$ cat config.mk
export PLATFORM = sky130hd
export DESIGN_NAME = audio_out_i2s_flat
export DESIGN_NICKNAME = d
export VERILOG_FILES = /design/src/rtl/audio_out_pkg.sv /design/src/rtl/audio_out_i2s_if.sv /design/src/rtl/stereo_sample_fifo.sv /design/src/rtl/audio_out_i2s.sv /design/src/flat_wrapper.sv
export SDC_FILE = /design/constraint.sdc
export NUM_CORES = 1
export LEC_CHECK = 0
export BUFFER_PORTS_ARGS = -buffer_cell sky130_fd_sc_hd__clkbuf_2
export CAP_MARGIN = 5
export CORE_MARGIN = 1.5
export CORE_UTILIZATION = 25
export DETAILED_ROUTE_END_ITERATION = 7
export HOLD_SLACK_MARGIN = 0.03
export PLACE_DENSITY = 0.48
export SYNTH_ARGS = -nofsm -noshare
export SYNTH_HDL_FRONTEND = slang
export SYNTH_SLANG_ARGS = --single-unit
$ cat constraint.sdc
create_clock -name sCLK_XVXENVS -period 2.6 [get_ports sCLK_XVXENVS]
set_input_delay 0.52 -clock sCLK_XVXENVS [delete_from_list [all_inputs] [get_ports sCLK_XVXENVS]]
set_output_delay 0.52 -clock sCLK_XVXENVS [all_outputs]
set_load 0.02 [all_outputs]
$ cat src/rtl/audio_out_pkg.sv
// Shared types and constants for the I2S audio output block.
// SAMPLE_W fixes the sample width carried by stereo_pair_t and the upstream interface.
package audio_out_pkg;

  localparam int SAMPLE_W = 24;
  localparam logic [8:0] GAIN_UNITY = 9'd256;

  typedef struct packed {
    logic signed [SAMPLE_W-1:0] l;
    logic signed [SAMPLE_W-1:0] r;
  } stereo_pair_t;

  function automatic int frame_w(input int slot_w);
    return 2 * slot_w;
  endfunction

endpackage

$ cat src/rtl/audio_out_i2s_if.sv
// Upstream sample handshake: the mixer (master) offers stereo pairs,
// the I2S output block (slave) accepts them when sample_ready is high.
interface audio_out_i2s_if;
  import audio_out_pkg::*;

  logic                       sample_valid;
  logic                       sample_ready;
  logic signed [SAMPLE_W-1:0] lsound_in;
  logic signed [SAMPLE_W-1:0] rsound_in;

  modport master (
    output sample_valid,
    output lsound_in,
    output rsound_in,
    input  sample_ready
  );

  modport slave (
    input  sample_valid,
    input  lsound_in,
    input  rsound_in,
    output sample_ready
  );

endinterface

$ cat src/rtl/stereo_sample_fifo.sv
// Synchronous FIFO of stereo pairs; level and full are registered so the
// upstream ready is a clean flop output. DEPTH must be a power of two >= 2.
module stereo_sample_fifo
  import audio_out_pkg::*;
#(
  parameter int DEPTH = 4
) (
  input  logic                      clk,
  input  logic                      rst,
  input  logic                      i_push,
  input  stereo_pair_t              i_data,
  input  logic                      i_pop,
  output stereo_pair_t              o_head,
  output logic                      o_full,
  output logic                      o_empty,
  output logic [$clog2(DEPTH):0]    o_level
);

  localparam int AW = $clog2(DEPTH);
  localparam int LW = AW + 1;

  stereo_pair_t    r_mem [DEPTH];
  logic [AW-1:0]   r_wr_ptr;
  logic [AW-1:0]   r_rd_ptr;
  logic [LW-1:0]   r_level;
  logic            r_full;
  logic            w_push;
  logic            w_pop;
  logic            w_empty;
  logic [LW-1:0]   w_level_nxt;

  // Qualify requests against the registered state.
  always_comb begin
    w_empty = (r_level == '0);
    w_push  = i_push & ~r_full;
    w_pop   = i_pop & ~w_empty;
    case ({w_push, w_pop})
      2'b10:   w_level_nxt = r_level + LW'(1);
      2'b01:   w_level_nxt = r_level - LW'(1);
      default: w_level_nxt = r_level;
    endcase
  end

  // Pointers, level and full flag.
  always_ff @(posedge clk or posedge rst) begin
    if (rst) begin
      r_wr_ptr <= '0;
      r_rd_ptr <= '0;
      r_level  <= '0;
      r_full   <= 1'b0;
    end else begin
      if (w_push) begin
        r_wr_ptr <= r_wr_ptr + AW'(1);
      end
      if (w_pop) begin
        r_rd_ptr <= r_rd_ptr + AW'(1);
      end
      r_level <= w_level_nxt;
      r_full  <= (w_level_nxt == LW'(DEPTH));
    end
  end

  // Storage array; contents are don't-care while the pointers say empty.
  always_ff @(posedge clk) begin
    if (w_push) begin
      r_mem[r_wr_ptr] <= i_data;
    end
  end

  assign o_head  = r_mem[r_rd_ptr];
  assign o_full  = r_full;
  assign o_empty = w_empty;
  assign o_level = r_level;

endmodule

$ cat src/rtl/audio_out_i2s.sv
// I2S serialiser fed by a small stereo FIFO; BCLK/LRCLK come from clock-enable
// division of the system clock. Optional SOFT_MUTE_EN adds a mute input and gain ramp.
module audio_out_i2s
  import audio_out_pkg::*;
#(
  parameter int AUDIO_W    = SAMPLE_W,
  parameter int SLOT_W     = 32,
  parameter int BCLK_DIV   = 4,
  parameter int FIFO_DEPTH = 4
) (
  input  logic                          sCLK_XVXENVS,
  input  logic                          reset_data,
  audio_out_i2s_if.slave                up,
  output logic                          i2s_bclk,
  output logic                          i2s_lrclk,
  output logic                          i2s_data,
  output logic [$clog2(FIFO_DEPTH):0]   fifo_level,
  output logic [7:0]                    underrun_cnt
`ifdef SOFT_MUTE_EN
  ,
  input  logic                          mute
`endif
);

  localparam int FRAME_W = frame_w(SLOT_W);
  localparam int BW      = $clog2(FRAME_W);
  localparam int DW      = $clog2(BCLK_DIV);

  logic [DW-1:0]          r_div_cnt;
  logic [BW-1:0]          r_bit_cnt;
  logic [FRAME_W-1:0]     r_shift;
  logic                   r_bclk;
  logic                   r_lrclk;
  logic                   r_data;
  logic [7:0]             r_underrun;

  logic [DW-1:0]          w_div_nxt;
  logic [BW-1:0]          w_bit_nxt;
  logic                   w_fall;
  logic                   w_load;
  logic [FRAME_W-1:0]     w_frame;
  logic signed [AUDIO_W-1:0] w_left;
  logic signed [AUDIO_W-1:0] w_right;

  stereo_pair_t           w_push_pair;
  stereo_pair_t           w_head;
  logic                   w_fifo_full;
  logic                   w_fifo_empty;

  assign w_push_pair     = {up.lsound_in, up.rsound_in};
  assign up.sample_ready = ~w_fifo_full;

  stereo_sample_fifo #(
    .DEPTH (FIFO_DEPTH)
  ) u_fifo (
    .clk     (sCLK_XVXENVS),
    .rst     (reset_data),
    .i_push  (up.sample_valid),
    .i_data  (w_push_pair),
    .i_pop   (w_load),
    .o_head  (w_head),
    .o_full  (w_fifo_full),
    .o_empty (w_fifo_empty),
    .o_level (fifo_level)
  );

  // Divider and bit-position next-state; a frame loads on the last bit's fall event.
  always_comb begin
    w_fall = (r_div_cnt == DW'(BCLK_DIV - 1));
    w_load = w_fall && (r_bit_cnt == BW'(FRAME_W - 1));
    if (w_fall) begin
      w_div_nxt = '0;
    end else begin
      w_div_nxt = r_div_cnt + DW'(1);
    end
    if (w_load) begin
      w_bit_nxt = '0;
    end else if (w_fall) begin
      w_bit_nxt = r_bit_cnt + BW'(1);
    end else begin
      w_bit_nxt = r_bit_cnt;
    end
  end

`ifdef SOFT_MUTE_EN
  logic [8:0] r_gain;
  logic [8:0] w_gain_nxt;

  function automatic logic signed [AUDIO_W-1:0] scale(
    input logic signed [AUDIO_W-1:0] s,
    input logic [8:0]                g
  );
    logic signed [AUDIO_W+9:0] p;
    p = s * $signed({1'b0, g});
    return p[AUDIO_W+7:8];
  endfunction

  // One gain step per frame; the stepped gain applies to the frame being loaded.
  always_comb begin
    if (mute) begin
      if (r_gain != 9'd0) begin
        w_gain_nxt = r_gain - 9'd1;
      end else begin
        w_gain_nxt = r_gain;
      end
    end else begin
      if (r_gain != GAIN_UNITY) begin
        w_gain_nxt = r_gain + 9'd1;
      end else begin
        w_gain_nxt = r_gain;
      end
    end
    w_left  = scale(w_head.l, w_gain_nxt);
    w_right = scale(w_head.r, w_gain_nxt);
  end

  // Gain register, updated only at frame boundaries.
  always_ff @(posedge sCLK_XVXENVS or posedge reset_data) begin
    if (reset_data) begin
      r_gain <= GAIN_UNITY;
    end else if (w_load) begin
      r_gain <= w_gain_nxt;
    end
  end
`else
  assign w_left  = w_head.l;
  assign w_right = w_head.r;
`endif

  // Frame word: left slot then right slot, each sample left-justified, zero padded.
  always_comb begin
    w_frame = '0;
    if (!w_fifo_empty) begin
      w_frame[FRAME_W-1 -: AUDIO_W] = w_left;
      w_frame[SLOT_W-1 -: AUDIO_W]  = w_right;
    end else begin
      w_frame = '0;
    end
  end

  // Clock generation, serial shifter and underrun counter; all outputs move on the fall event.
  always_ff @(posedge sCLK_XVXENVS or posedge reset_data) begin
    if (reset_data) begin
      r_div_cnt  <= '0;
      r_bit_cnt  <= '0;
      r_shift    <= '0;
      r_bclk     <= 1'b0;
      r_lrclk    <= 1'b0;
      r_data     <= 1'b0;
      r_underrun <= 8'd0;
    end else begin
      r_div_cnt <= w_div_nxt;
      r_bit_cnt <= w_bit_nxt;
      r_bclk    <= (w_div_nxt >= DW'(BCLK_DIV / 2));
      r_lrclk   <= (w_bit_nxt >= BW'(SLOT_W));
      // The old frame's last bit goes out during bit 0, giving the I2S one-bit delay.
      if (w_load) begin
        r_data  <= r_shift[FRAME_W-1];
        r_shift <= w_frame;
      end else if (w_fall) begin
        r_data  <= r_shift[FRAME_W-1];
        r_shift <= {r_shift[FRAME_W-2:0], 1'b0};
      end
      if (w_load && w_fifo_empty && (r_underrun != 8'hFF)) begin
        r_underrun <= r_underrun + 8'd1;
      end
    end
  end

  assign i2s_bclk     = r_bclk;
  assign i2s_lrclk    = r_lrclk;
  assign i2s_data     = r_data;
  assign underrun_cnt = r_underrun;

endmodule

$ cat src/flat_wrapper.sv
// flat-port wrapper written by rule: the top's interface ports become plain ports
module audio_out_i2s_flat import audio_out_pkg::*;
#(
  parameter int AUDIO_W    = SAMPLE_W,
  parameter int SLOT_W     = 32,
  parameter int BCLK_DIV   = 4,
  parameter int FIFO_DEPTH = 4
)
  (sCLK_XVXENVS, reset_data, i2s_bclk, i2s_lrclk, i2s_data, fifo_level, underrun_cnt, up_sample_valid, up_lsound_in, up_rsound_in, up_sample_ready);
  audio_out_i2s_if up_i ();
  input  logic sCLK_XVXENVS;
  input  logic reset_data;
  output logic i2s_bclk;
  output logic i2s_lrclk;
  output logic i2s_data;
  output logic [$clog2(FIFO_DEPTH):0] fifo_level;
  output logic [7:0] underrun_cnt;
  input wire logic [$bits(up_i.sample_valid)-1:0] up_sample_valid;
  input wire logic [$bits(up_i.lsound_in)-1:0] up_lsound_in;
  input wire logic [$bits(up_i.rsound_in)-1:0] up_rsound_in;
  output wire logic [$bits(up_i.sample_ready)-1:0] up_sample_ready;
  assign up_i.sample_valid = up_sample_valid;
  assign up_i.lsound_in = up_lsound_in;
  assign up_i.rsound_in = up_rsound_in;
  assign up_sample_ready = up_i.sample_ready;
  audio_out_i2s #(.AUDIO_W(AUDIO_W), .SLOT_W(SLOT_W), .BCLK_DIV(BCLK_DIV), .FIFO_DEPTH(FIFO_DEPTH)) u_core (.sCLK_XVXENVS(sCLK_XVXENVS), .reset_data(reset_data), .up(up_i), .i2s_bclk(i2s_bclk), .i2s_lrclk(i2s_lrclk), .i2s_data(i2s_data), .fifo_level(fifo_level), .underrun_cnt(underrun_cnt));
endmodule
# Yosys cells after proc, flatten, opt, wreduce, memory -nomap -nowiden
# Memories as Yosys holds them, arrays and structs flattened.
# Index checks and enable logic that the tools add are counted.
[classes] addsub=7 n_lt_le_gt_ge=2 n_eq_ne=6 n_mux=12 bitwise_logic=4 reduce_logical=5
[op_table] cell="$mux W64" n=2
[op_table] cell="$mux W24" n=2
[op_table] cell="$mux W6" n=2
[op_table] cell="$add A8 B1 Y8 const B" n=1
[op_table] cell="$ne A8 B8 Y1 const B" n=1
[op_table] cell="$add A2 B1 Y2 const B" n=3
[op_table] cell="$add A6 B1 Y6 const B" n=1
[op_table] cell="$eq A6 B6 Y1 const B" n=1
[op_table] cell="$ge A6 B6 Y1 const B" n=1
[op_table] cell="$pmux W3 S2" n=1
[op_table] cell="$eq A2 B2 Y1 const B" n=2
[op_table] cell="$mux W1" n=4
[op_table] cell="$add A3 B1 Y3 const B" n=1
[op_table] cell="$eq A3 B3 Y1 const B" n=1
[op_table] cell="$logic_and A1 B1 Y1" n=3
[op_table] cell="$logic_not A3 Y1" n=1
[op_table] cell="$sub A3 B1 Y3 const B" n=1
[op_table] cell="$and A1 B1 Y1" n=2
[op_table] cell="$eq A2 B1 Y1 const B" n=1
[op_table] cell="$ge A2 B2 Y1 const B" n=1
[op_table] cell="$mux W2" n=1
[op_table] cell="$not A1 Y1" n=2
[op_table] cell="$reduce_bool A2 Y1" n=1
[totals] ff_bits=91 mem_bits_rw=192 inputBits=51 out_inout_bits=15 wordCells=48 mem_count=1
[mem_list] name="u_core.u_fifo.r_mem" words=4 width=48 read_ports=1 rd_ports_with_merged_regs=0 write_ports=1 line="stereo_sample_fifo.sv:22" text="stereo_pair_t r_mem [DEPTH];"

# Depth between registers and ports, before layout
# Gate-level depths: netlist of the first run.
[depth] ltp_word=6 depth_mapped=12 depth_no_buf=10

# Hierarchy
# From an unflattened synthesis of the first run, not the netlist that was laid out.
[hier_totals] hier_cells=666 hier_area_um2=10976.8
[by_module_without_submodules] module="stereo_sample_fifo" n_inst=1 cells_per_inst=293 area_each_um2=7432.1 seq_area_each_um2=5965.7
[by_module_without_submodules] module="audio_out_i2s" n_inst=1 cells_per_inst=373 area_each_um2=3544.6 seq_area_each_um2=1851.8

# Worst setup path before layout of the first run
# Ideal clock, no wire load.
[synth_timing] path_kind="flip-flop to flip-flop" startpoint="reg, netlist name u_core.i2s_bclk" endpoint="reg u_core.u_fifo.r_full (netlist: u_core.u_fifo.o_full)" setup_ns=0.088 arrival_time_ns=2.507 required_ns=2.512 path_slack_ns=0.005 path_stages_with_launch=13 n_path_buf=2 synth_period_minus_slack_ns=2.595 path_cell_list="dfrtp_1 > ha_1 > buf_4 > nand3_2 > nor3_4 > buf_4 > ha_1 > inv_1 > fa_1 > xor2_1 > nor2_1 > xor2_1 > nor3b_1"
[synth_lines] item="to (signal assigned)" line="stereo_sample_fifo.sv:59" text="r_full <= (w_level_nxt == LW'(DEPTH));"
[synth_lines] item="to (decl)" line="stereo_sample_fifo.sv:26" text="logic r_full;"

# Worst setup path in the final report of the first run
[layout_timing] startpoint="reg u_core.r_bit_cnt[0]" endpoint="reg u_core.u_fifo.r_full (netlist: u_core.u_fifo.o_full)"
[layout_via] elab_chain_len=6 word_cells_on_any_way=7 classes_between="4 x eq/ne; 1 x mux; 1 x bitwise; 1 x reduce/logical"
[layout_rtl] item="from (decl)" line="audio_out_i2s.sv:30" text="logic [BW-1:0] r_bit_cnt;"
[layout_rtl] item="from (signal assigned)" line="audio_out_i2s.sv:153" text="r_bit_cnt <= w_bit_nxt;"
[layout_rtl] item="$eq A6 B6 Y1 (*)" line="audio_out_i2s.sv:70" text="w_load = w_fall && (r_bit_cnt == BW'(FRAME_W - 1));"
[layout_rtl] item="$logic_and A1 B1 Y1 (*)" line="audio_out_i2s.sv:70"
[layout_rtl] item="$and A1 B1 Y1 (*)" line="stereo_sample_fifo.sv:36" text="w_pop = i_pop & ~w_empty;"
[layout_rtl] item="$eq A2 B1 Y1 or $eq A2 B2 Y1 (tied branches)" line="stereo_sample_fifo.sv:37" text="case ({w_push, w_pop})"
[layout_rtl] item="$pmux W3 S2 (*)" line="stereo_sample_fifo.sv:37"
[layout_rtl] item="net u_core.u_fifo.w_level_nxt[2]" line="stereo_sample_fifo.sv:30" text="logic [LW-1:0] w_level_nxt;"
[layout_rtl] item="$eq A3 B3 Y1 (*)" line="stereo_sample_fifo.sv:59"
# The timed path passes the listed nets; every way through them passes the cells marked *.
# A chain may end at the register's enable or synchronous reset.

==> reports/summary.json, run 1 <==
{
  "synth_compound_area_share": {"value": 7.39, "unit": "%"},
  "vias": {"value": 5508},
  "worst_clock_skew": {"value": 0.0294, "unit": "ns"},
  "crit_required": {"value": 3.08, "unit": "ns"},
  "r2r_cells": {"value": 10},
  "mean_number_of_vias_per_cell": {"value": 4.41},
  "clock_power_share": {"value": 38.6, "unit": "%"},
  "htree_num_levels": {"value": 1},
  "cts_tree": {"value": "yes"},
  "place.port_buffers": {"value": 65},
  "synth-xor-area-share": {"value": 1.31, "unit": "%"},
  "numPlacedInstances": {"value": 1194},
  "overflow": {"value": 0},
  "n_antenna_cell": {"value": 0},
  "dpl_cell_area": {"value": 0.0118, "unit": "mm²"},
  "critical_path_class": {"value": "flip-flop to flip-flop"},
  "arrival": {"value": 2.76, "unit": "ns"},
  "hold_slack": {"value": 0.0591, "unit": "ns"},
  "setup_repair_after_global_routing_missed_its_margin": {"value": "no"},
  "multi_input_comb_area": {"value": 0.00267, "unit": "mm²"},
  "cts_buffer_depth": {"value": 3},
  "synth_sequential_area_ratio": {"value": 72.9, "unit": "%"},
  "final_cell_mix": {"value": "sky130_fd_sc_hd__edfxtp_1, sky130_fd_sc_hd__dfrtp_1, sky130_fd_sc_hd__clkbuf_2"},
  "synthesis.area": {"value": 0.0107, "unit": "mm²"},
  "timing.rr.start": {"value": "u_core.r_bit_cnt[0]"},
  "worst_slack": {"value": 0.314, "unit": "ns"},
  "filler_cell_count": {"value": 4118},
  "power_switching_share": {"value": 23.7, "unit": "%"},
  "post-route-drc-count": {"value": 0},
  "drt_wl_total": {"value": 21.8, "unit": "mm"},
  "combinational_family_with_the_most_area_after_synthesis": {"value": "multiplexers"},
  "worst_setup_path_startpoint": {"value": "u_core.r_bit_cnt[0]"},
  "max_freq": {"value": 437, "unit": "MHz"},
  "synthMuxAreaShare": {"value": 10.5, "unit": "%"},
  "timing.reg2reg.setup_slack": {"value": 0.31, "unit": "ns"},
  "syn_area_per_cell": {"value": 17.7, "unit": "µm²"},
  "cp_cell_sequence": {"value": "ha_1 -> nand3_2 -> nor3_4 -> ha_1 -> inv_1 -> fa_1 -> xor2_1 -> nor2_1 -> xor2_1 -> nor3b_1"},
  "max_stage_delay": {"value": 0.38, "unit": "ns"},
  "global_route_wire_length_before_repair": {"value": 34.8, "unit": "mm"},
  "crit-reg2reg-capture": {"value": "u_core.u_fifo.o_full"},
  "cts_clk_pin_slew_worst_paths": {"value": 0.06, "unit": "ns"},
  "most_frequent_standard_cell_in_the_layout_excluding_fill_and_tap_cells": {"value": "sky130_fd_sc_hd__edfxtp_1"},
  "cpMaxStageDelayCell": {"value": "sky130_fd_sc_hd__dfrtp_1"},
  "clock_latency_late_sink": {"value": 0.58, "unit": "ns"},
  "timing.final.setup_violations": {"value": 0},
  "min_path_type": {"value": "input pin to async pin"},
  "dieHeight": {"value": 210, "unit": "µm"},
  "worstPathMaxFanout": {"value": 3},
  "synthesis.yosys.warnings": {"value": 0},
  "worstSetupEndpointType": {"value": "flip-flop"},
  "stdcell_area": {"value": 0.0128, "unit": "mm²"},
  "placement.setup.worst_slack": {"value": 0.302, "unit": "ns"},
  "clkSinkCount": {"value": 274},
  "timing.critical_path.from_type": {"value": "flip-flop"},
  "max_slew_margin_vs_limit": {"value": 52.6, "unit": "%"},
  "fp.dieArea": {"value": 0.0441, "unit": "mm²"},
  "sequential_cell_area": {"value": 0.00782, "unit": "mm²"},
  "dr.first_iter.drc_count": {"value": 276},
  "maximum_vdd_drop": {"value": 0.000443, "unit": "V"},
  "floorplan.io_pins": {"value": 66},
  "synth_enable_flop_cells": {"value": 192},
  "cts-hold-fix-buffers": {"value": 0},
  "grt_antenna_before_repair": {"value": 2},
  "postLayoutCoreUtil": {"value": 30.4, "unit": "%"},
  "summed_negative_setup_slack_over_all_endpoints": {"value": 0, "unit": "ns"},
  "die_w": {"value": 210, "unit": "µm"},
  "postSynth.asyncResetShare": {"value": 29.9, "unit": "%"},
  "gr_util_all_layers": {"value": 10.2, "unit": "%"},
  "cap_violations": {"value": 0},
  "wire_per_inst": {"value": 17.4, "unit": "µm"},
  "layout.cells.non_filler": {"value": 1250},
  "root_buffer": {"value": "sky130_fd_sc_hd__clkbuf_16"},
  "seq_power_share": {"value": 51.8, "unit": "%"},
  "post-cts-setup-buffers": {"value": 0},
  "report.final.slew_viol_count": {"value": 0},
  "internal-power": {"value": 8.06, "unit": "mW"},
  "place.gp.congestion": {"value": 0.679},
  "layout_worst_path_cycle_share": {"value": 87.9, "unit": "%"},
  "total_switching_power": {"value": 2.51, "unit": "mW"},
  "std_cell_rows": {"value": 75},
  "synth-seq-cells": {"value": 274},
  "detailedRoute.firstPassIterationCount": {"value": 4},
  "power.density": {"value": 826, "unit": "mW/mm²"},
  "drt.antenna.violating_nets": {"value": 0},
  "yosys.area_share.simple": {"value": 4.45, "unit": "%"},
  "dp_hpwl": {"value": 12.9, "unit": "mm"},
  "fin_crit": {"value": 2.29, "unit": "ns"},
  "combinationalPowerShare": {"value": 9.6, "unit": "%"},
  "placeableCoreArea": {"value": 0.0421, "unit": "mm²"},
  "grt_start_max_net_pins": {"value": 67},
  "total_power": {"value": 10.6, "unit": "mW"},
  "number_of_unique_standard_cell_types_used_by_synthesis": {"value": 36},
  "total_leakage_power": {"value": 4.49, "unit": "nW"},
  "status": {"value": "completed"},
  "synthAdderAreaFrac": {"value": 1.12, "unit": "%"},
  "final_net_count": {"value": 747},
  "syn-instance-count": {"value": 605},
  "grt_pass1_vias": {"value": 5928},
  "worst_pin_slew": {"value": 0.710, "unit": "ns"},
  "fraction_of_layout_instances_using_a_drive_strength_above_1": {"value": 30.4, "unit": "%"},
  "ys.flop_type": {"value": "sky130_fd_sc_hd__edfxtp_1"},
  "post_cts_resized": {"value": 0},
  "synthToLayoutAreaGrowth": {"value": 19.4, "unit": "%"},
  "postSynthNetCount": {"value": 665},
  "setup_crit_end": {"value": "u_core.u_fifo.o_full"},
  "final-hold-violation-count": {"value": 0},
  "cts-buffers-inserted": {"value": 30},
  "floorplan.initialDensity": {"value": 25.4, "unit": "%"}
}
## worst min-delay path by stage
stage	start	to	slack, ns	depth (start not counted)
after detailed placement	u_core.r_div_cnt[0]	u_core.r_div_cnt[0]	0.46	1
after global placement	u_core.r_div_cnt[0]	u_core.r_div_cnt[0]	0.46	1
final	reset_data	u_core.underrun_cnt[5]	0.06	2
after global routing	reset_data	u_core.underrun_cnt[6]	0.09	2
after CTS	reset_data	u_core.underrun_cnt[6]	0.08	2
after floorplan	u_core.r_div_cnt[0]	u_core.r_div_cnt[0]	0.40	1
## cells in the mapped netlist (2+ instances only)
master,number,area share (%)
sky130_fd_sc_hd__a21oi_1,50,2.3
sky130_fd_sc_hd__a22oi_1,26,1.8
sky130_fd_sc_hd__a22oi_2,19,2.2
sky130_fd_sc_hd__and2_1,4,0.23
sky130_fd_sc_hd__and3_1,3,0.18
sky130_fd_sc_hd__buf_2,8,0.37
sky130_fd_sc_hd__buf_4,7,0.49
sky130_fd_sc_hd__buf_6,5,0.53
sky130_fd_sc_hd__clkbuf_1,16,0.56
sky130_fd_sc_hd__dfrtp_1,82,19
sky130_fd_sc_hd__edfxtp_1,192,54
sky130_fd_sc_hd__ha_1,8,0.93
sky130_fd_sc_hd__inv_1,10,0.35
sky130_fd_sc_hd__mux2_2,2,0.21
sky130_fd_sc_hd__mux2i_1,2,0.19
sky130_fd_sc_hd__mux4_2,48,10
sky130_fd_sc_hd__nand2_1,17,0.60
sky130_fd_sc_hd__nand3_1,3,0.14
sky130_fd_sc_hd__nand3_2,3,0.28
sky130_fd_sc_hd__nand4_1,7,0.41
sky130_fd_sc_hd__nor2_1,54,1.9
sky130_fd_sc_hd__nor3_2,2,0.19
sky130_fd_sc_hd__o21ai_0,3,0.14
sky130_fd_sc_hd__o2bb2ai_1,8,0.65
sky130_fd_sc_hd__xnor2_1,11,0.90
sky130_fd_sc_hd__xor2_1,5,0.41
## worst max-delay path: cells and delay by family (launching register included)
family	cells	cell delay [ns]
XOR/XNOR	2	0.32
AND/OR/NAND/NOR	4	0.66
buffers and inverters	1	0.06
adder cells (fa/ha/maj)	3	0.79
flip-flops	1	0.38
## layout make-up
cell class	count	share of cell area [%]
inverters	10	0.323
clock buffers	46	6.73
clock inverters	10	0.821
multi-input cells	285	20.9
repair buffers	86	4.85
well taps	539	5.27
flip-flops and latches	274	61.1
## layer usage
layer  up-vias  wire length (µm)  track usage (%)
li1       2523                 -                -
met1      2856              9780             13.4
met2        82             10500             16.8
met3        43               883             2.47
met4         4               603             3.00
met5         -                24                0
## power by group through the flow
stage,Clock (mW),Sequential [mW],Combinational (mW)
2_1_floorplan,0,5.57,0.533
3_3_place_gp,0,5.55,1.05
3_5_place_dp,0,5.57,1.05
4_1_cts,4.24,5.48,1.06
5_1_grt,4.41,5.52,1.13
6_report,4.08,5.47,1.01
## flip-flops by register name, summed over array words and instances (netlist names)
name                    count
u_core.r_div_cnt            1
u_core.i2s_lrclk            1
u_core.i2s_data             1
u_core.u_fifo.o_level       3
u_core.i2s_bclk             1
u_core.u_fifo.r_rd_ptr      2
u_core.underrun_cnt         8
u_core.u_fifo.o_full        1
u_core.r_bit_cnt            6
u_core.u_fifo.r_wr_ptr      2
u_core.u_fifo.r_mem       192
u_core.r_shift             56
## logic make-up (layout without fill, tap and decap cells)
logic type | after synthesis | count (layout)
AOI/OAI and AO/OA | 108 | 108
xor gates and xnor gates | 16 | 16
adders and majority gates | 9 | 9
buffers and inverters | 46 | 152
DFF | 274 | 274
muxes | 52 | 52
and+or+nand+nor | 100 | 100
Note: power is estimated with default switching activity, not from simulation.
==> inputs of run 2 (changes only) <==
- clock period: 2.6 -> 1.9 ns (I/O delays scaled with it)
==> run 2 against run 1 <==
The flow now finishes with violations (setup timing). Final cell count grew 4.7%. Hold slack worse by 0.0014 ns. Combinational power up 64%. Non-clock buffer count increased by 59. Critical path depth stayed put. Utilization rose by 1.6 points. Worst setup slack got worse by 0.46 ns. Sequential power rose by 36%. Maximum frequency increased by 12%. Largest power group unchanged. Register-to-register slack got worse by 0.46 ns. Sequential cell count unchanged. Clock power increased by 44%.
==> reports/summary.json, run 2 (synthesis results as in run 1) <==
{
  "status": {"value": "complete, but fails checks", "change": "was completed"},
  "violations": {"value": "setup timing"},
  "post-route-drc-count": {"value": 0, "change": "unchanged"},
  "final_cell_mix": {"value": "sky130_fd_sc_hd__edfxtp_1, sky130_fd_sc_hd__dfrtp_1, sky130_fd_sc_hd__clkbuf_2", "change": "unchanged"},
  "cpMaxStageDelayCell": {"value": "sky130_fd_sc_hd__dfrtp_1", "change": "unchanged"},
  "arrival": {"value": 2.51, "unit": "ns", "change": "was 2.76 ns"},
  "registers.top_by_ff_count": {"value": "u_core.u_fifo.r_mem", "change": "unchanged"},
  "numPlacedInstances": {"value": 1215, "change": "was 1194"},
  "timing.critical_path.from_type": {"value": "flip-flop", "change": "unchanged"},
  "n_antenna_cell": {"value": 0, "change": "unchanged"},
  "cts_tree": {"value": "yes", "change": "unchanged"},
  "layout.cells.non_filler": {"value": 1309, "change": "was 1250"},
  "cts_clk_pin_slew_worst_paths": {"value": 0.06, "unit": "ns", "change": "about the same"},
  "dieHeight": {"value": 210, "unit": "µm", "change": "unchanged"},
  "clock_power_share": {"value": 39.1, "unit": "%", "change": "was 38.6%"},
  "place.port_buffers": {"value": 65, "change": "unchanged"},
  "detailedRoute.firstPassIterationCount": {"value": 4, "change": "unchanged"},
  "clkSinkCount": {"value": 274, "change": "unchanged"},
  "max_stage_delay": {"value": 0.35, "unit": "ns", "change": "was 0.38 ns"},
  "die_w": {"value": 210, "unit": "µm", "change": "unchanged"},
  "fp.dieArea": {"value": 0.0441, "unit": "mm²", "change": "unchanged"},
  "drt_wl_total": {"value": 21.5, "unit": "mm", "change": "was 21.8 mm"},
  "combinationalPowerShare": {"value": 11.1, "unit": "%", "change": "was 9.6%"},
  "fin_crit": {"value": 2.04, "unit": "ns", "change": "was 2.29 ns"},
  "worst_slack": {"value": -0.144, "unit": "ns", "change": "was 0.314 ns"},
  "stdcell_area": {"value": 0.0135, "unit": "mm²", "change": "was 0.0128 mm²"},
  "dp_hpwl": {"value": 13.2, "unit": "mm", "change": "was 12.9 mm"},
  "power_switching_share": {"value": 23.2, "unit": "%", "change": "was 23.7%"},
  "gr_util_all_layers": {"value": 10.1, "unit": "%", "change": "was 10.2%"},
  "vias": {"value": 5616, "change": "was 5508"},
  "min_path_type": {"value": "input pin to flip-flop", "change": "was input pin to async pin"},
  "cap_violations": {"value": 0, "change": "unchanged"},
  "global_route_wire_length_before_repair": {"value": 34.5, "unit": "mm", "change": "was 34.8 mm"},
  "std_cell_rows": {"value": 75, "change": "unchanged"},
  "path_common_cell": {"value": "sky130_fd_sc_hd__xor2_1"},
  "power.density": {"value": 1110, "unit": "mW/mm²", "change": "was 826 mW/mm²"},
  "cts_buffer_depth": {"value": 3, "change": "unchanged"},
  "most_frequent_standard_cell_in_the_layout_excluding_fill_and_tap_cells": {"value": "sky130_fd_sc_hd__edfxtp_1", "change": "unchanged"},
  "worstPathMaxFanout": {"value": 2, "change": "was 3"},
  "root_buffer": {"value": "sky130_fd_sc_hd__clkbuf_16", "change": "unchanged"},
  "cts-buffers-inserted": {"value": 30, "change": "unchanged"},
  "crit_required": {"value": 2.37, "unit": "ns", "change": "was 3.08 ns"},
  "floorplan.initialDensity": {"value": 25.4, "unit": "%", "change": "unchanged"},
  "clock_latency_late_sink": {"value": 0.59, "unit": "ns", "change": "was 0.58 ns"},
  "setup_repair_after_global_routing_missed_its_margin": {"value": "yes", "change": "was no"},
  "mean_number_of_vias_per_cell": {"value": 4.29, "change": "was 4.41"},
  "worstSetupEndpointType": {"value": "flip-flop", "change": "unchanged"},
  "dpl_cell_area": {"value": 0.0121, "unit": "mm²", "change": "was 0.0118 mm²"},
  "layout_worst_path_cycle_share": {"value": 108, "unit": "%", "change": "was 87.9%"},
  "summed_negative_setup_slack_over_all_endpoints": {"value": -0.223, "unit": "ns", "change": "was 0 ns"},
  "total_leakage_power": {"value": 4.79, "unit": "nW", "change": "was 4.49 nW"},
  "placeableCoreArea": {"value": 0.0421, "unit": "mm²", "change": "unchanged"},
  "grt_antenna_before_repair": {"value": 0, "change": "was 2"},
  "critical_path_class": {"value": "flip-flop to flip-flop", "change": "unchanged"},
  "timing.final.setup_violations": {"value": 2, "change": "was 0"},
  "max_freq": {"value": 489, "unit": "MHz", "change": "was 437 MHz"},
  "fraction_of_layout_instances_using_a_drive_strength_above_1": {"value": 31.8, "unit": "%", "change": "was 30.4%"},
  "max_slew_margin_vs_limit": {"value": 71.7, "unit": "%", "change": "was 52.6%"},
  "internal-power": {"value": 11.5, "unit": "mW", "change": "was 8.06 mW"},
  "synthToLayoutAreaGrowth": {"value": 25.7, "unit": "%", "change": "was 19.4%"},
  "place.gp.congestion": {"value": 0.714, "change": "was 0.679"},
  "dr.first_iter.drc_count": {"value": 273, "change": "was 276"},
  "grt_start_max_net_pins": {"value": 52, "change": "was 67"},
  "grt_pass1_vias": {"value": 5957, "change": "was 5928"},
  "htree_num_levels": {"value": 1, "change": "unchanged"},
  "maximum_vdd_drop": {"value": 0.000541, "unit": "V", "change": "was 0.000443 V"},
  "postLayoutCoreUtil": {"value": 32.0, "unit": "%", "change": "was 30.4%"},
  "drt.antenna.violating_nets": {"value": 0, "change": "unchanged"},
  "floorplan.io_pins": {"value": 66, "change": "unchanged"},
  "total_switching_power": {"value": 3.47, "unit": "mW", "change": "was 2.51 mW"},
  "cp_cell_sequence": {"value": "ha_2 -> nand3_4 -> nor3_4 -> ha_4 -> inv_2 -> fa_2 -> xor2_1 -> nor2_1 -> xor2_1 -> nor3b_2", "change": "was ha_1 -> nand3_2 -> nor3_4 -> ha_1 -> inv_1 -> fa_1 -> xor2_1 -> nor2_1 -> xor2_1 -> nor3b_1"},
  "largest_register_ff_count": {"value": 192, "change": "unchanged"},
  "final-hold-violation-count": {"value": 0, "change": "unchanged"},
  "overflow": {"value": 0, "change": "unchanged"},
  "worst_pin_slew": {"value": 0.425, "unit": "ns", "change": "was 0.710 ns"},
  "wire_per_inst": {"value": 16.4, "unit": "µm", "change": "was 17.4 µm"},
  "report.final.slew_viol_count": {"value": 0, "change": "unchanged"},
  "final_net_count": {"value": 806, "change": "was 747"},
  "placement.setup.worst_slack": {"value": -0.208, "unit": "ns", "change": "was 0.302 ns"},
  "worst_clock_skew": {"value": 0.0448, "unit": "ns", "change": "was 0.0294 ns"},
  "seq_power_share": {"value": 49.8, "unit": "%", "change": "was 51.8%"}
}
run 2: cell count changes in the layout (fill, tap and decap cells not counted), sizes merged:
cell / delta
clkbuf: -2
dlygate4sd3: +35
buf: +24
inv: -1
bufinv: +3
run 2: worst paths after layout:
check                               startpoint                    endpoint  slack, ns  cells past startpoint
max                        u_core.r_bit_cnt[1]        u_core.u_fifo.o_full      -0.14                     10
min                           up_rsound_in[20]  u_core.u_fifo.r_mem[3][20]       0.06                      1
max reg2reg                u_core.r_bit_cnt[1]        u_core.u_fifo.o_full      -0.14                     10
min reg2reg                 u_core.r_shift[38]          u_core.r_shift[38]       0.48                      1
max in group asynchronous           reset_data   u_core.u_fifo.r_rd_ptr[0]       1.02                      4
min in group asynchronous           reset_data    u_core.u_fifo.o_level[0]       0.35                      3
run 2: metrics by stage:
stage          hold WS [ns]  total power, mW
6_report             0.0577             15.0
5_1_grt              0.0363             15.7
4_1_cts              0.0308             15.3
3_5_place_dp          0.375             9.25
3_3_place_gp          0.374             9.22
2_1_floorplan         0.456             8.37
run 2: critical path, delay by kind of cell, from the launching register on:
| family | cells | cell delay (ns) |
|---|---|---|
| buffers and inverters | 1 | 0.03 |
| adders and majority gates | 3 | 0.69 |
| xor gates and xnor gates | 2 | 0.32 |
| and+or+nand+nor | 4 | 0.58 |
| DFF | 1 | 0.35 |
run 2: power groups by stage:
stage,sequential (mW),clock (mW),combinational (mW)
finish,7.46,5.86,1.66
global placement,7.58,0,1.64
CTS,7.48,6.07,1.72
floorplan,7.61,0,0.766
global route,7.53,6.30,1.84
detailed placement,7.60,0,1.65
run 2: routing by layer:
layer  track usage [%]  up-vias  wire (µm)
met2              16.4       88      10300
met5                 0        -          0
met3              2.07       40        692
met1              13.8     2852      10000
met4              2.83        0        497
li1                  -     2636          -
run 2: repair_timing:
action	4_1_cts	5_1_grt
hold buffers	35	0
pin swaps	4	2
gates cloned	0	0
resized for setup	4	2
endpoints found under the hold margin	141	0
setup endpoints to repair	16	33
setup buffers	1	2
run 2: final cells by class:
class / count / area, µm²
sequential: 274 / 7820
clock inverter: 12 / 185
clock buffer: 44 / 823
inverter: 10 / 41.3
fill: 4077 / 28700
timing repair buffer: 145 / 1210
multi-input combinational: 285 / 2710
tap: 539 / 674
==> inputs of run 3 (changes only) <==
- TNS_END_PERCENT: default -> 20
==> run 3 against run 2 <==
The run still ends with setup timing left. Utilization shrank 0.85 points. Worst setup slack lost 0.012 ns. Sequential share of layout area is 1.6 points higher. Register-to-register slack is essentially flat. Combinational power fell by 5%. Power is 0.88% higher. Design area decreased by 2.7%. First-iteration DRC count up 14%. Clock power is 3.9% higher. Critical path depth is the same.
==> reports/summary.json, run 3 (synthesis results as in run 1) <==
{
  "hold_end": {"value": "u_core.u_fifo.r_mem[3][11]", "change": "was u_core.u_fifo.r_mem[3][20]"},
  "max_slew_margin_vs_limit": {"value": 50.9, "unit": "%", "change": "was 71.7%"},
  "post-route-drc-count": {"value": 0, "change": "unchanged"},
  "die_w": {"value": 210, "unit": "µm", "change": "unchanged"},
  "global_route_wire_length_before_repair": {"value": 34.9, "unit": "mm", "change": "was 34.5 mm"},
  "timing.rr.start": {"value": "u_core.r_div_cnt[0]", "change": "was u_core.r_bit_cnt[1]"},
  "report.final.slew_viol_count": {"value": 0, "change": "unchanged"},
  "numPlacedInstances": {"value": 1209, "change": "was 1215"},
  "detailedRoute.firstPassIterationCount": {"value": 5, "change": "was 4"},
  "timing.reg2reg.setup_slack": {"value": -0.16, "unit": "ns", "change": "was -0.14 ns"},
  "cpMaxStageDelayCell": {"value": "sky130_fd_sc_hd__dfrtp_1", "change": "unchanged"},
  "drt.antenna.violating_nets": {"value": 0, "change": "unchanged"},
  "r2r_cells": {"value": 10, "change": "unchanged"},
  "cts-buffers-inserted": {"value": 34, "change": "was 30"},
  "cts_tree": {"value": "yes", "change": "unchanged"},
  "placeableCoreArea": {"value": 0.0421, "unit": "mm²", "change": "unchanged"},
  "overflow": {"value": 0, "change": "unchanged"},
  "cp_cell_sequence": {"value": "ha_4 -> nand3_4 -> nor3_4 -> ha_2 -> inv_2 -> fa_2 -> xor2_1 -> nor2_1 -> xor2_1 -> nor3b_2", "change": "was ha_2 -> nand3_4 -> nor3_4 -> ha_4 -> inv_2 -> fa_2 -> xor2_1 -> nor2_1 -> xor2_1 -> nor3b_2"},
  "worstSetupEndpointType": {"value": "flip-flop", "change": "unchanged"},
  "timing.critical_path.from_type": {"value": "flip-flop", "change": "unchanged"},
  "layout_worst_path_cycle_share": {"value": 108, "unit": "%", "change": "about the same"},
  "final-hold-violation-count": {"value": 0, "change": "unchanged"},
  "stdcell_area": {"value": 0.0131, "unit": "mm²", "change": "was 0.0135 mm²"},
  "max_stage_delay": {"value": 0.38, "unit": "ns", "change": "was 0.35 ns"},
  "worstPathMaxFanout": {"value": 3, "change": "was 2"},
  "final_net_count": {"value": 770, "change": "was 806"},
  "crit_required": {"value": 2.33, "unit": "ns", "change": "was 2.37 ns"},
  "grt_start_max_net_pins": {"value": 83, "change": "was 52"},
  "power.density": {"value": 1150, "unit": "mW/mm²", "change": "was 1110 mW/mm²"},
  "clkSinkCount": {"value": 274, "change": "unchanged"},
  "max_freq": {"value": 486, "unit": "MHz", "change": "was 489 MHz"},
  "maximum_vdd_drop": {"value": 0.000600, "unit": "V", "change": "was 0.000541 V"},
  "place.port_buffers": {"value": 65, "change": "unchanged"},
  "fp.dieArea": {"value": 0.0441, "unit": "mm²", "change": "unchanged"},
  "most_frequent_standard_cell_in_the_layout_excluding_fill_and_tap_cells": {"value": "sky130_fd_sc_hd__edfxtp_1", "change": "unchanged"},
  "worst_path_dominant_cell_family": {"value": "adder cells", "change": "unchanged"},
  "grt.met1_usage": {"value": 13.8, "unit": "%", "change": "about the same"},
  "floorplan.io_pins": {"value": 66, "change": "unchanged"},
  "worstPathBufferInverterCount": {"value": 1, "change": "unchanged"},
  "globalRoute.busiestLayer": {"value": "met2", "change": "unchanged"},
  "dpl_cell_area": {"value": 0.0120, "unit": "mm²", "change": "was 0.0121 mm²"},
  "globalRouteMet2Util": {"value": 16.7, "unit": "%", "change": "was 16.4%"},
  "violations": {"value": "setup timing", "change": "unchanged"},
  "largest_register_ff_count": {"value": 192, "change": "unchanged"},
  "critical_path_class": {"value": "flip-flop to flip-flop", "change": "unchanged"},
  "min_delay_path_depth": {"value": 1, "change": "unchanged"},
  "fin_crit": {"value": 2.06, "unit": "ns", "change": "was 2.04 ns"},
  "total_power": {"value": 15.1, "unit": "mW", "change": "was 15.0 mW"},
  "drt_wl_total": {"value": 21.9, "unit": "mm", "change": "was 21.5 mm"},
  "mean_number_of_vias_per_cell": {"value": 4.31, "change": "was 4.29"},
  "postLayoutCoreUtil": {"value": 31.1, "unit": "%", "change": "was 32.0%"},
  "cts_clk_pin_slew_worst_paths": {"value": 0.06, "unit": "ns", "change": "about the same"},
  "worst_hold_startpoint": {"value": "up_rsound_in[11]", "change": "was up_rsound_in[20]"},
  "fraction_of_layout_instances_using_a_drive_strength_above_1": {"value": 32.4, "unit": "%", "change": "was 31.8%"},
  "dp_hpwl": {"value": 13.2, "unit": "mm", "change": "about the same"},
  "n_antenna_cell": {"value": 0, "change": "unchanged"},
  "floorplan.initialDensity": {"value": 25.4, "unit": "%", "change": "unchanged"},
  "crit-reg2reg-capture": {"value": "u_core.u_fifo.o_full", "change": "unchanged"},
  "place.gp.congestion": {"value": 0.679, "change": "was 0.714"},
  "gr_util_all_layers": {"value": 10.4, "unit": "%", "change": "was 10.1%"},
  "vias": {"value": 5490, "change": "was 5616"},
  "worst_clock_skew": {"value": 0.0308, "unit": "ns", "change": "was 0.0448 ns"},
  "synthToLayoutAreaGrowth": {"value": 22.3, "unit": "%", "change": "was 25.7%"},
  "status": {"value": "complete, but fails checks", "change": "unchanged"},
  "min_path_type": {"value": "input pin to flip-flop", "change": "unchanged"},
  "worst_pin_slew": {"value": 0.737, "unit": "ns", "change": "was 0.425 ns"},
  "setup_repair_after_global_routing_missed_its_margin": {"value": "yes", "change": "unchanged"},
  "path_common_cell": {"value": "sky130_fd_sc_hd__xor2_1", "change": "unchanged"},
  "timing.final.setup_violations": {"value": 8, "change": "was 2"},
  "dieHeight": {"value": 210, "unit": "µm", "change": "unchanged"},
  "htree_num_levels": {"value": 2, "change": "was 1"},
  "wire_per_inst": {"value": 17.2, "unit": "µm", "change": "was 16.4 µm"},
  "grt_pass1_vias": {"value": 5921, "change": "was 5957"},
  "arrival": {"value": 2.48, "unit": "ns", "change": "was 2.51 ns"},
  "layout.cells.non_filler": {"value": 1274, "change": "was 1309"},
  "clock_latency_late_sink": {"value": 0.53, "unit": "ns", "change": "was 0.59 ns"},
  "filler_cell_count": {"value": 4125, "change": "was 4077"},
  "final_cell_mix": {"value": "sky130_fd_sc_hd__edfxtp_1, sky130_fd_sc_hd__dfrtp_1, sky130_fd_sc_hd__clkbuf_2", "change": "unchanged"},
  "dr.first_iter.drc_count": {"value": 311, "change": "was 273"},
  "root_buffer": {"value": "sky130_fd_sc_hd__clkbuf_16", "change": "unchanged"},
  "grt_antenna_before_repair": {"value": 3, "change": "was 0"},
  "cts_buffer_depth": {"value": 3, "change": "unchanged"},
  "met3_usage": {"value": 2.55, "unit": "%", "change": "was 2.07%"},
  "registers.top_by_ff_count": {"value": "u_core.u_fifo.r_mem", "change": "unchanged"},
  "total_leakage_power": {"value": 4.63, "unit": "nW", "change": "was 4.79 nW"},
  "worst_setup_path_startpoint": {"value": "u_core.r_div_cnt[0]", "change": "was u_core.r_bit_cnt[1]"},
  "worst_slack": {"value": -0.156, "unit": "ns", "change": "was -0.144 ns"},
  "std_cell_rows": {"value": 75, "change": "unchanged"},
  "cap_violations": {"value": 0, "change": "unchanged"}
}
run 3: cell types whose count changed in the layout (fill, tap and decap cells not counted), sizes merged:
| cell | before | now |
|---|---|---|
| buf | 45 | 38 |
| bufinv | 4 | 2 |
| clkbuf | 109 | 114 |
| clkinv | 7 | 8 |
| clkinvlp | 2 | 1 |
| dlygate4sd3 | 35 | 1 |
| inv | 9 | 12 |
run 3: through the flow:
step / TNS (ns) / setup slack, ns / hold slack, ns
finish: -0.416 / -0.156 / 0.0725
global route: -4.36 / -0.310 / 0.0544
CTS: -0.713 / -0.186 / 0.0393
detailed placement: -0.638 / -0.268 / 0.460
global placement: -0.490 / -0.260 / 0.460
floorplan: -79.59 / -0.643 / 0.401
run 3: worst max path at each step:
| stage | end | slack [ns] | cells after the start |
|---|---|---|---|
| after global placement | u_core.u_fifo.o_full | -0.26 | 10 |
| after CTS | u_core.u_fifo.o_full | -0.19 | 10 |
| after detailed placement | u_core.u_fifo.o_full | -0.27 | 10 |
| final | u_core.u_fifo.o_full | -0.16 | 10 |
| after floorplan | u_core.u_fifo.o_full | -0.64 | 12 |
| after global routing | u_core.u_fifo.o_full | -0.31 | 10 |
run 3: cell type report:
cell class | instances | area [µm²] | share of cell area (%)
flip-flops and latches | 274 | 7820 | 59.7
clock buffers | 48 | 903 | 6.89
multi-input cells | 285 | 2700 | 20.6
clock inverters | 13 | 146 | 1.12
repair buffers | 105 | 822 | 6.27
inverters | 10 | 41.3 | 0.315
well taps | 539 | 674 | 5.14
run 3: repair_timing:
item                                   CTS  global route
endpoints found under the hold margin   77             0
resized for setup                        7             3
setup endpoints to repair               19            41
buffers inserted                         1             2
pin swaps                                6             4
hold buffers                             1             0
run 3: power breakdown:
part / total (mW) / switching [mW] / leakage, nW / internal, mW
Combinational: 1.57 / 0.965 / 1.26 / 0.609
Sequential: 7.46 / 0.162 / 2.87 / 7.29
Clock: 6.09 / 2.46 / 0.505 / 3.63
run 3: metal layers:
layer	up-vias	wire length, µm
met5	-	41
met4	6	532
met3	42	978
met2	90	10500
met1	2774	9890
li1	2578	-
